[src/rtl/ttr_pkg.sv]
// Shared TTR definitions: phase encoding and frame length, used by the voter and
// by the TTR flip-flop blocks that consume the phase.
package ttr_pkg;

    typedef logic [1:0] phase_t;

    localparam phase_t PH0 = 2'd0;
    localparam phase_t PH1 = 2'd1;
    localparam phase_t PH2 = 2'd2;

    localparam int TTR_N = 3;

    // Wraps after the last of TTR_N phases; the unused code 3 also recovers to PH0.
    function automatic phase_t next_phase(input phase_t p);
        if (int'(p) >= TTR_N - 1) begin
            return PH0;
        end
        return p + 2'd1;
    endfunction

endpackage

[src/rtl/ttr_maj3.sv]
// Bitwise 2-of-3 majority with all-equal / none-equal flags.
// Purely combinational, no latency, no flow control.
module ttr_maj3 #(
    parameter int W = 1
) (
    input  logic [W-1:0] a,
    input  logic [W-1:0] b,
    input  logic [W-1:0] c,
    output logic [W-1:0] maj,
    output logic         all_eq,
    output logic         none_eq
);

    assign maj     = (a & b) | (a & c) | (b & c);
    assign all_eq  = (a == b) && (b == c);
    assign none_eq = (a != b) && (a != c) && (b != c);

endmodule

[src/rtl/ttr_vote_ctrl.sv]
// TTR phase driver and 3-sample voter: one voted word per 3-phase frame.
// Result appears 1 clk after the PH2 capture; en=0 stalls the frame, no other backpressure.
module ttr_vote_ctrl
    import ttr_pkg::*;
#(
    parameter int W      = 1,
    parameter int ECNT_W = 8
) (
    input  logic              clk,
    input  logic              rst,
    input  logic              en,
    input  logic              clr_err,
    input  logic [W-1:0]      inD,
    output logic [1:0]        ctr,
    output logic [W-1:0]      outD,
    output logic              outValid,
    output logic              errDet,
    output logic              errFatal,
    output logic              errSticky,
    output logic [ECNT_W-1:0] errCnt
);

    phase_t         phase;
    logic [W-1:0]   s0;
    logic [W-1:0]   s1;
    logic [W-1:0]   vote;
    logic           all_eq;
    logic           none_eq;
    logic           frame_done;
    logic           det_now;
    logic           fatal_now;

    // Third sample is taken straight from inD, so the vote is ready on the PH2 edge.
    ttr_maj3 #(
        .W (W)
    ) u_maj3 (
        .a       (s0),
        .b       (s1),
        .c       (inD),
        .maj     (vote),
        .all_eq  (all_eq),
        .none_eq (none_eq)
    );

    assign frame_done = en && (phase == PH2);
    assign det_now    = frame_done && !all_eq && !none_eq;
    assign fatal_now  = frame_done && none_eq;
    assign ctr        = phase;

    always_ff @(posedge clk) begin
        if (rst) begin
            phase    <= PH0;
            s0       <= '0;
            s1       <= '0;
            outD     <= '0;
            outValid <= 1'b0;
            errDet   <= 1'b0;
            errFatal <= 1'b0;
        end else begin
            outValid <= frame_done;
            errDet   <= det_now;
            errFatal <= fatal_now;
            if (en) begin
                phase <= next_phase(phase);
                if (phase == PH0) begin
                    s0 <= inD;
                end
                if (phase == PH1) begin
                    s1 <= inD;
                end
                if (phase == PH2) begin
                    outD <= vote;
                end
            end
        end
    end

    // Clear beats a coincident error; the error pulses themselves still go out.
    always_ff @(posedge clk) begin
        if (rst) begin
            errCnt    <= '0;
            errSticky <= 1'b0;
        end else if (clr_err) begin
            errCnt    <= '0;
            errSticky <= 1'b0;
        end else begin
            if (det_now && (errCnt != {ECNT_W{1'b1}})) begin
                errCnt <= errCnt + 1'b1;
            end
            if (det_now || fatal_now) begin
                errSticky <= 1'b1;
            end
        end
    end

endmodule
[config.mk]
export PLATFORM = sky130hd
export DESIGN_NAME = ttr_vote_ctrl
export DESIGN_NICKNAME = d
export VERILOG_FILES = /design/src/rtl/ttr_pkg.sv /design/src/rtl/ttr_maj3.sv /design/src/rtl/ttr_vote_ctrl.sv
export SDC_FILE = /design/constraint.sdc
export NUM_CORES = 1
export LEC_CHECK = 0
export BUFFER_PORTS_ARGS = -buffer_cell sky130_fd_sc_hd__buf_4
export CAP_MARGIN = 20
export CORE_MARGIN = 3
export CORE_UTILIZATION = 50
export CTS_CLUSTER_SIZE = 20
export DETAILED_ROUTE_END_ITERATION = 12
export GPL_TIMING_DRIVEN = 0
export PLACE_DENSITY_LB_ADDON = 0.3
export SETUP_SLACK_MARGIN = 0.2
export SLEW_MARGIN = 20
export SYNTH_ARGS = -nofsm -noshare
export SYNTH_HDL_FRONTEND = slang
export SYNTH_SLANG_ARGS = --single-unit
[constraint.sdc]
create_clock -name clk -period 1.97 [get_ports clk]
set_clock_uncertainty 0.2 [all_clocks]
set_input_delay 0.0985 -clock clk [delete_from_list [all_inputs] [get_ports clk]]
set_output_delay 0.0985 -clock clk [all_outputs]
set_load 0.02 [all_outputs]
==> impl_metrics.ini <==
[global_route]
grt_start_max_net_pins = 11
top_usage_layer = met2
grt_use_met2_pct = 27.9
antenna_found_initial = 0
grtUsageMet1_pct = 26.6
gr-total-overflow = 0
grt_pass1_vias = 651
track_usage_pct = 19.2
use_met3_pct = 3.56
grt_first_pass_wirelength_mm = 2.84

[routing]
wire_per_inst_um = 14.3
drtAntennaViolNets = 0
firstDrtPassIters = 4
wl_mm = 1.86
drtIter0Drc = 29
drc = 0
viasPerCell = 5.87
num_vias = 763

[timing]
fin_crit_ns = 1.76
hold_viol = 0
whs_ns = 0.0626
tns_ns = 0
setup_viol = 0
worst_pin_slew_ns = 0.423
rsz0062_at_grt = true
final_max_slew_viol_count = 0
max_freq_mhz = 569
finalCritPeriodShare_pct = 89.1
slew_headroom_pct = 71.8

[place]
io_buffers = 19
place_inst = 123
place_hpwl_mm = 1.24
globalplace.congestion = 0.775
dpl_cell_area_sq_um = 947

[clock_network]
cts.sinks = 17
path_clk_slew_ns = 0.10
insertion_delay_ns = 0.29
cts_made_buffers = 3
cts_setup_buffers = 0
root_buffer = clkbuf_4
cts_max_level = 1
cts_tree = done
clockBufferDepth = 2

[die]
die_h_um = 45.6
ios = 20
die_w_um = 45.6
rows = 13
core-area_sq_um = 1380
fp.dieArea_sq_um = 2080
initial_utilization_pct = 56.8

[synthesis]
yosysTopAreaCellShare_pct = 43.3
async_flop_share_pct = 0
synth-edff-count = 0
syn_inst = 89
ys_seq_elements = 17
synth.avg_cell_area_sq_um = 8.83
synth_area_leader_cell = dfxtp_1
synth.top_cells.by_area = dfxtp_1 (43%), ha_1 (6.4%), nor2_1 (5.7%)
ys_types = 31
ys.flop_type = dfxtp_1
yosys-top-cells-count = dfxtp_1 (17), nor2_1 (12), a21oi_1 (8), nor3_1 (5)
yosys_warnings = 0
yosysMostFrequentCell = dfxtp_1
synth_nets = 98
syn_area_sq_um = 786
seq_area_frac_synth_pct = 43.3

[critical_path]
path_max_fanout = 10
regToRegEndpoint = errCnt[0]
reg2reg_depth = 6
worstSetupPathType = flop to flop
timing.rr.start = s1
crit_path_start_kind = flop
required_ns = 2.00
critPathCaptureType = flop
r2r_slack_ns = 0.21
cp.arrival_ns = 1.78

[layout]
drive_above_1_share_pct = 35.7
fin_util_pct = 78.7
instances_no_fill = 130
n_fill_cell = 98
final_area_sq_um = 1090
nets = 125
n_antenna_cell = 0
area_delta_synth_final_pct = 38.5

[run]
drv_cap = 0

[outcome]
outcome = finished clean

[power_and_ir_drop]
power.density_nw_per_um2 = 564
ir_worst_vdd_mv = 0.486
p_leak_nw = 0.408

[min_path]
min_delay_worst_endpoint = outD
hold_path_class = primary input to flop
hp-start = inD
whs_path_depth = 4
==> state kept, by name (all words and copies together), names as in the netlist <==
signal / cells
ctr: 2
errCnt: 8
errDet: 1
errFatal: 1
errSticky: 1
outD: 1
outValid: 1
s0: 1
s1: 1
==> cell usage in the layout, fill, tap and decap left out, drive strengths merged, types with 2 or more instances in the layout <==
cell type     n
buf          20
dfxtp        17
nor2         12
a21oi         8
clkbuf        6
nor3          5
nand3         5
ha            4
nand2         3
o31ai         3
dlygate4sd3   3
inv           2
or3           2
nand2b        2
nand3b        2
mux2i         2
o211ai        2
or4           2
or2           2
and3          2
==> power by group <==
| part | total, W | internal [W] | switching (W) |
|---|---|---|---|
| Sequential | 0.000356 | 0.000349 | 0.00000712 |
| Combinational | 0.0000722 | 0.0000361 | 0.0000361 |
| Clock | 0.000186 | 0.0000787 | 0.000107 |
| Total | 0.000614 | 0.000464 | 0.000150 |
==> worst max-delay path by stage <==
stage / from / endpoint / slack, ns / cells past startpoint
CTS: s1 / errCnt[0] / 0.21 / 6
detailed placement: s0 / errCnt[7] / 0.12 / 5
global placement: s0 / errCnt[7] / 0.15 / 5
global route: s1 / errCnt[5] / 0.16 / 6
floorplan: s0 / errCnt[7] / 0.21 / 5
finish: s1 / errCnt[0] / 0.21 / 6
==> cell families (layout without fill, tap and decap cells) <==
| logic type | Yosys count | count (layout) | share of synthesized area [%] |
|---|---|---|---|
| flops | 17 | 17 | 43.3 |
| fa+ha+maj | 4 | 4 | 6.37 |
| mux | 2 | 2 | 2.55 |
| simple gates | 42 | 42 | 29.5 |
| buf+inv | 5 | 31 | 2.55 |
| compound gates | 19 | 19 | 15.8 |
==> cell type report <==
type	count	area, sq um	area share (%)
multi-input cells	67	499	45.9
flip-flops and latches	17	345	31.7
repair buffers	22	173	15.9
clock buffers	4	26.3	2.41
plain buffers	3	18.8	1.72
well taps	15	18.8	1.72
inverters	2	7.51	0.690
==> layer usage <==
metal  up-vias  share of wire [%]
li1        386                  -
met1       347                 47
met2        26                 45
met3         4                6.2
met4         0                1.8
met5         -                  0
==> per-stage QoR <==
stage	setup WS, ns	power, W
after floorplan	0.212	0.000397
after global placement	0.151	0.000416
after detailed placement	0.119	0.000418
after CTS	0.211	0.000610
after global routing	0.164	0.000634
final	0.214	0.000614
==> what timing repair did <==
action	in CTS	in global routing
setup endpoints to repair	6	6
resized for setup	10	10
hold endpoints to repair	8	0
pin swaps	1	5
hold buffers	3	0
==> critical path, cell delays in order, from the launching register on <==
cell,delay (ns)
dfxtp_4,0.38
ha_4,0.27
or2_4,0.13
nand3_4,0.09
buf_6,0.15
or3_1,0.36
a21oi_2,0.12
No activity file was read; power rests on OpenSTA's default activity.
